==> config.mk <==
export PLATFORM = sky130hd
export DESIGN_NAME = npu_result_reader
export DESIGN_NICKNAME = d
export VERILOG_FILES = /design/src/rtl/npu_pkg.sv /design/src/rtl/npu_argmax_tracker.sv /design/src/rtl/npu_result_reader.sv
export SDC_FILE = /design/constraint.sdc
export NUM_CORES = 1
export LEC_CHECK = 0
export BUFFER_PORTS_ARGS = -buffer_cell sky130_fd_sc_hd__buf_2
export CORE_ASPECT_RATIO = 1.75
export CORE_UTILIZATION = 58
export CTS_BUF_LIST = sky130_fd_sc_hd__clkbuf_8
export DETAILED_ROUTE_END_ITERATION = 6
export GPL_TIMING_DRIVEN = 0
export PLACE_DENSITY = 0.84
export SETUP_SLACK_MARGIN = 0.5
export SKIP_LAST_GASP = 1
export SLEW_MARGIN = 25
export SYNTH_ARGS = -nofsm -noshare
export SYNTH_HDL_FRONTEND = slang
export SYNTH_SLANG_ARGS = --single-unit
==> constraint.sdc <==
create_clock -name CLKEXT -period 2.81 [get_ports CLKEXT]
set_clock_uncertainty 0.05 [all_clocks]
set_input_delay 0.1405 -clock CLKEXT [delete_from_list [all_inputs] [get_ports CLKEXT]]
set_output_delay 0.1405 -clock CLKEXT [all_outputs]
set_load 0.1 [all_outputs]
==> src/rtl/npu_pkg.sv <==
// Shared types and constants for the NPU result reader.
package npu_pkg;

    localparam int NPU_BYTE_W = 8;
    localparam int NPU_WORD_W = 16;

    // Most negative 16-bit value: any real neuron output replaces it
    // unless the output is also 0x8000.
    localparam logic [NPU_WORD_W-1:0] NPU_MAX_INIT = 16'h8000;

    typedef enum logic [2:0] {
        ST_IDLE    = 3'd0,
        ST_REQ_LO  = 3'd1,
        ST_CAP_LO  = 3'd2,
        ST_REQ_HI  = 3'd3,
        ST_CAP_HI  = 3'd4,
        ST_PRESENT = 3'd5,
        ST_DONE    = 3'd6
    } rdr_state_t;

endpackage

==> src/rtl/npu_argmax_tracker.sv <==
// Running signed arg-max over a frame. Strict greater-than, so on ties
// the earliest index is kept.
module npu_argmax_tracker
    import npu_pkg::*;
(
    input  logic                  clk_i,
    input  logic                  rst_i,
    input  logic                  clear_i,
    input  logic                  update_i,
    input  logic [NPU_WORD_W-1:0] value_i,
    input  logic [7:0]            index_i,
    output logic [NPU_WORD_W-1:0] max_value_o,
    output logic [7:0]            max_index_o
);

    logic [NPU_WORD_W-1:0] max_value_q, max_value_d;
    logic [7:0]            max_index_q, max_index_d;
    logic                  greater_s;

    assign greater_s = $signed(value_i) > $signed(max_value_q);

    // Next maximum: clear at frame start, replace only on a strictly larger value.
    always_comb begin
        max_value_d = max_value_q;
        max_index_d = max_index_q;
        if (clear_i) begin
            max_value_d = NPU_MAX_INIT;
            max_index_d = 8'd0;
        end else if (update_i && greater_s) begin
            max_value_d = value_i;
            max_index_d = index_i;
        end else begin
            max_value_d = max_value_q;
            max_index_d = max_index_q;
        end
    end

    // Maximum registers.
    always_ff @(posedge clk_i or posedge rst_i) begin
        if (rst_i) begin
            max_value_q <= NPU_MAX_INIT;
            max_index_q <= 8'd0;
        end else begin
            max_value_q <= max_value_d;
            max_index_q <= max_index_d;
        end
    end

    assign max_value_o = max_value_q;
    assign max_index_o = max_index_q;

endmodule

==> src/rtl/npu_result_reader.sv <==
// Drains the NPU output FIFO: pairs bytes (low first) into signed 16-bit
// words, presents them on valid/ready with their index, and tracks the
// frame arg-max. A FIFO stall longer than TIMEOUT aborts with a sticky ERR.
module npu_result_reader
    import npu_pkg::*;
#(
    parameter int NUM_WORDS = 10,
    parameter int TIMEOUT   = 1023
) (
    input  logic                  CLKEXT,
    input  logic                  RST,
    input  logic                  START,
    input  logic [NPU_BYTE_W-1:0] FIFO_DATA,
    input  logic                  FIFO_EMPTY,
    output logic                  FIFO_RD_EN,
    output logic [NPU_WORD_W-1:0] WORD_OUT,
    output logic [7:0]            WORD_IDX,
    output logic                  WORD_VALID,
    input  logic                  WORD_READY,
    output logic                  BUSY,
    output logic                  FRAME_DONE,
    output logic [NPU_WORD_W-1:0] MAX_VALUE,
    output logic [7:0]            MAX_INDEX,
    output logic                  ERR
);

    localparam int WAIT_W = (TIMEOUT > 1) ? $clog2(TIMEOUT + 1) : 1;

    rdr_state_t            state_q, state_d;
    logic [NPU_BYTE_W-1:0] lo_q, lo_d;
    logic [NPU_WORD_W-1:0] word_q, word_d;
    logic [7:0]            idx_q, idx_d;
    logic [WAIT_W-1:0]     wait_q, wait_d;
    logic                  err_q, err_d;
    logic                  valid_q, busy_q, done_q;

    logic rd_en_s, handshake_s, clear_s, last_s, timeout_s;

    // A read is only ever issued from a request state with data available.
    assign rd_en_s     = ((state_q == ST_REQ_LO) || (state_q == ST_REQ_HI)) && !FIFO_EMPTY;
    assign handshake_s = valid_q && WORD_READY;
    assign clear_s     = (state_q == ST_IDLE) && START;
    assign last_s      = (idx_q == 8'(NUM_WORDS - 1));
    assign timeout_s   = (TIMEOUT != 32'sd0) && ((32'(wait_q) + 32'd1) >= 32'(TIMEOUT));

    // Next-state logic; wait counter defaults to zero so any state change restarts it.
    always_comb begin
        state_d = state_q;
        lo_d    = lo_q;
        word_d  = word_q;
        idx_d   = idx_q;
        err_d   = err_q;
        wait_d  = '0;
        case (state_q)
            ST_IDLE: begin
                if (START) begin
                    idx_d   = 8'd0;
                    err_d   = 1'b0;
                    state_d = ST_REQ_LO;
                end else begin
                    state_d = ST_IDLE;
                end
            end
            ST_REQ_LO, ST_REQ_HI: begin
                if (rd_en_s) begin
                    state_d = (state_q == ST_REQ_LO) ? ST_CAP_LO : ST_CAP_HI;
                end else if (timeout_s) begin
                    err_d   = 1'b1;
                    state_d = ST_IDLE;
                end else begin
                    wait_d  = wait_q + WAIT_W'(1);
                end
            end
            ST_CAP_LO: begin
                lo_d    = FIFO_DATA;
                state_d = ST_REQ_HI;
            end
            ST_CAP_HI: begin
                word_d  = {FIFO_DATA, lo_q};
                state_d = ST_PRESENT;
            end
            ST_PRESENT: begin
                if (handshake_s) begin
                    if (last_s) begin
                        state_d = ST_DONE;
                    end else begin
                        idx_d   = idx_q + 8'd1;
                        state_d = ST_REQ_LO;
                    end
                end else begin
                    state_d = ST_PRESENT;
                end
            end
            ST_DONE: begin
                state_d = ST_IDLE;
            end
            default: begin
                state_d = ST_IDLE;
            end
        endcase
    end

    // State, datapath registers and registered status outputs derived from the next state.
    always_ff @(posedge CLKEXT or posedge RST) begin
        if (RST) begin
            state_q <= ST_IDLE;
            lo_q    <= '0;
            word_q  <= '0;
            idx_q   <= 8'd0;
            wait_q  <= '0;
            err_q   <= 1'b0;
            valid_q <= 1'b0;
            busy_q  <= 1'b0;
            done_q  <= 1'b0;
        end else begin
            state_q <= state_d;
            lo_q    <= lo_d;
            word_q  <= word_d;
            idx_q   <= idx_d;
            wait_q  <= wait_d;
            err_q   <= err_d;
            valid_q <= (state_d == ST_PRESENT);
            busy_q  <= (state_d != ST_IDLE) && (state_d != ST_DONE);
            done_q  <= (state_d == ST_DONE);
        end
    end

    npu_argmax_tracker u_argmax (
        .clk_i       (CLKEXT),
        .rst_i       (RST),
        .clear_i     (clear_s),
        .update_i    (handshake_s),
        .value_i     (word_q),
        .index_i     (idx_q),
        .max_value_o (MAX_VALUE),
        .max_index_o (MAX_INDEX)
    );

    assign FIFO_RD_EN = rd_en_s;
    assign WORD_OUT   = word_q;
    assign WORD_IDX   = idx_q;
    assign WORD_VALID = valid_q;
    assign BUSY       = busy_q;
    assign FRAME_DONE = done_q;
    assign ERR        = err_q;

endmodule

==> reports/qor.yml <==
run_status:
  status: "complete, no violations"
yosys:
  syn-cell-area_sq_mm: 0.003717
  ys_dominant_reg_cell: "dfrtp_1"
  yosys_warnings: 0
  synth-edff-count: 0
  synthDistinctLibCells: 56
  mean_syn_cell_area_sq_um: 10.44
  netlist_instances: 356
  synth.top_cells.by_count: "dfrtp_1 (72), a21oi_1 (29), nand3_1 (29)"
  post-synth-top-area-cell: "dfrtp_1"
  synth.area.top_cells: "dfrtp_1 (48%), mux2_2 (7.3%), ha_1 (6.7%), a21oi_1 (3.9%), nand3_1 (3.9%)"
  ys_seq_elements: 73
  library_cell_with_the_highest_instance_count_after_synthesis: "dfrtp_1"
  seq_area_frac_synth_pct: 49.18
  synth_largest_type_area_fraction_pct: 48.47
  synth_nets: 389
  ys_async_sr_fraction_pct: 100.0
place:
  placed_area_sq_mm: 0.004329
  placement.setup.worst_slack_ns: 0.1888
  io_buffers: 65
  finalWeightedCongestion: 0.8416
  hpwlAfterDp_um: 6389
critical_path:
  critical_path.cell_chain: "inv_2 -> ha_4 -> nand4_1 -> a211oi_1 -> nor3_1 -> or4_4 -> buf_8 -> buf_8 -> nand3_1 -> a21oi_1"
  critical_path_arrival_ns: 2.77
  crit_path_max_fanout: 6
  critical_path.slowest_cell: "dfstp_4"
  worstSetupStartpointType: "register"
  criticalPathCategory: "reg2reg"
  timing.rr.start: "u_argmax.max_value_o[15]"
  cp_data_required_time_ns: 2.96
  crit_path_max_incr_delay_ns: 0.63
  worst_path_dominant_cell_family: "simple AND/OR/NAND/NOR gates"
  worstPathBufferInverterCount: 3
  crit_path_frequent_cell: "buf_8"
  critical_path.endpoint_type: "register"
  setup.worst_path.start: "u_argmax.max_value_o[15]"
die:
  die_y_um: 107.9
  core_area_sq_mm: 0.006181
  fp.dieW_um: 62.52
  std_cell_rows: 38
  pin_count: 66
  starting_density_pct: 60.14
  fp.dieArea_sq_mm: 0.006746
flow_run:
  drv_cap: 0
clock_network:
  clock_transition_time_at_the_flip_flop_clock_pins_of_the_worst_setup_and_hold_paths_ns: 0.08
  cts-root-buf: "clkbuf_8"
  cts.sink_count: 73
  htree_num_levels: 3
  cts-buffers-inserted: 9
  clock_tree.buffer_depth: 2
  clkLatencyLatePin_ns: 0.36
  clock_tree_from_tritoncts: "done"
global_route:
  first_global_vias: 3477
  grt_most_used_layer: "met2"
  grt_use_total_pct: 33.07
  grtUsageMet1_pct: 35.34
  grt_remaining_overflow: 0
  met3_routing_resource_usage_after_global_routing_pct: 4.555
  grt_start_max_net_pins: 52
  first_pass_grt_wire_length_um: 16860
  antenna_violations_before_repair: 0
  use_met2_pct: 57.92
sta:
  worst_slack_ns: 0.1931
  worstMarginPinSlew_ns: 1.016
  fin_crit_sh_pct: 93.13
  final_period_minus_worst_setup_slack_ns: 2.617
  slew_viol_final: 0
  report.final.hold_viol_count: 0
  finalSetupViolCount: 0
  rsz0062_at_grt: "true"
  max-slew-margin-rel_pct: 31.87
  maxClockFrequency_mhz: 382.1
layout:
  area_delta_synth_final_pct: 34.20
  drive_gt1_share_pct: 47.21
  nets: 494
  stdcell_area_sq_mm: 0.004989
  antennaDiodeCount: 0
hold_path:
  worstHoldPathType: "in2reg"
  hp-start: "FIFO_DATA[2]"
drt:
  detail_route.iter0.violations: 231
  first_pass_iters: 5
  detail_route.wirelength_um: 10950
  detailroute.via_count: 3323
  antenna_violating_nets_post_route: 0
  detail_route.vias_per_cell: 6.086
  remaining_drc_errors: 0
  wl_per_cell_um: 20.05
[sequential cells by signal (all words and copies together) (netlist names), 3 cells and up]
register and flops:
u_argmax.max_value_o 16, wait_q 10, lo_q 8, u_argmax.max_index_o 8, WORD_OUT 16, WORD_IDX 8, state_q 3
[final cells by class]
cell class	count	area, sq um
Clock inverter	5	47.55
Buffer	19	172.7
Sequential cell	73	1873
Tap cell	80	100.1
Timing Repair Buffer	94	628.1
Inverter	23	88.84
Clock buffer	11	151.4
Fill cell	384	1192
Multi-Input combinational cell	241	1927
[what timing repair did]
item / 4_1_cts / 5_1_grt
endpoints found under the setup margin: 42 / 34
hold buffers: 8 / 0
gates cloned: 4 / 1
hold endpoints to repair: 34 / 0
pin swaps: 10 / 6
gates resized for setup: 47 / 20
setup buffers: 13 / 2
[cell families after synthesis]
kind of cell               after synthesis  share of synthesized area, %
buffers and inverters                   42                         5.251
muxes                                   24                         7.270
and+or+nand+nor                        105                         15.89
DFF                                     73                         49.18
xor gates and xnor gates                12                         2.827
AOI/OAI and AO/OA                       80                         12.86
adders and majority gates               20                         6.732
[metal layers]
| layer | part of all wire [%] | vias up | wire [um] |
|---|---|---|---|
| met2 | 54 | 149 | 5885 |
| met5 | 0 | - | 0 |
| met3 | 4.7 | 57 | 520 |
| li1 | - | 1480 | - |
| met4 | 5.9 | 0 | 649 |
| met1 | 36 | 1637 | 3893 |
[through the flow]
stage / setup TNS [ns] / util, % / hold slack, ns / std cells
2_1_floorplan: 0 / - / 0.2421 / 356
3_3_place_gp: -7.592 / 69.55 / 0.3366 / 501
3_5_place_dp: 0 / 70.04 / 0.08512 / 502
4_1_cts: 0 / 79.29 / 0.005481 / 543
5_1_grt: 0 / 80.71 / 0.01271 / 546
6_report: 0 / 80.71 / 0.01473 / 546
[cell usage in the layout (no fill, tap or decap), types with 3 or more instances in the layout]
cell type,synthesis,routed
a211oi_1,4,3
a21oi_1,29,21
a21oi_2,0,8
and2_1,5,5
buf_2,4,68
buf_4,2,17
buf_6,3,4
buf_8,0,4
clkbuf_1,8,5
clkbuf_8,0,14
dfrtp_1,72,39
dfrtp_2,0,33
dlygate4sd3_1,0,8
ha_1,20,16
ha_4,0,4
inv_1,23,21
inv_2,0,3
mux2_2,24,24
nand2_1,13,13
nand3_1,29,13
nand3_2,0,16
nand4_1,9,9
nor2_1,23,22
o21ai_0,27,11
o21ai_1,1,17
xor2_1,12,12
[path summary, 6_finish.rpt]
path	endpoint	slack, ns	cells past startpoint
setup / recovery	u_argmax.max_value_o[6]	0.19	10
hold / removal	WORD_OUT[10]	0.01	2
setup reg to reg	u_argmax.max_value_o[6]	0.19	10
hold reg to reg	lo_q[0]	0.46	1
max in group asynchronous	u_argmax.max_value_o[15]	1.85	4
min in group asynchronous	WORD_OUT[13]	0.25	3
Power is left out: the tool's default activity adds up to more than one toggle a clock period on the data nets, which glitch-free logic cannot reach.
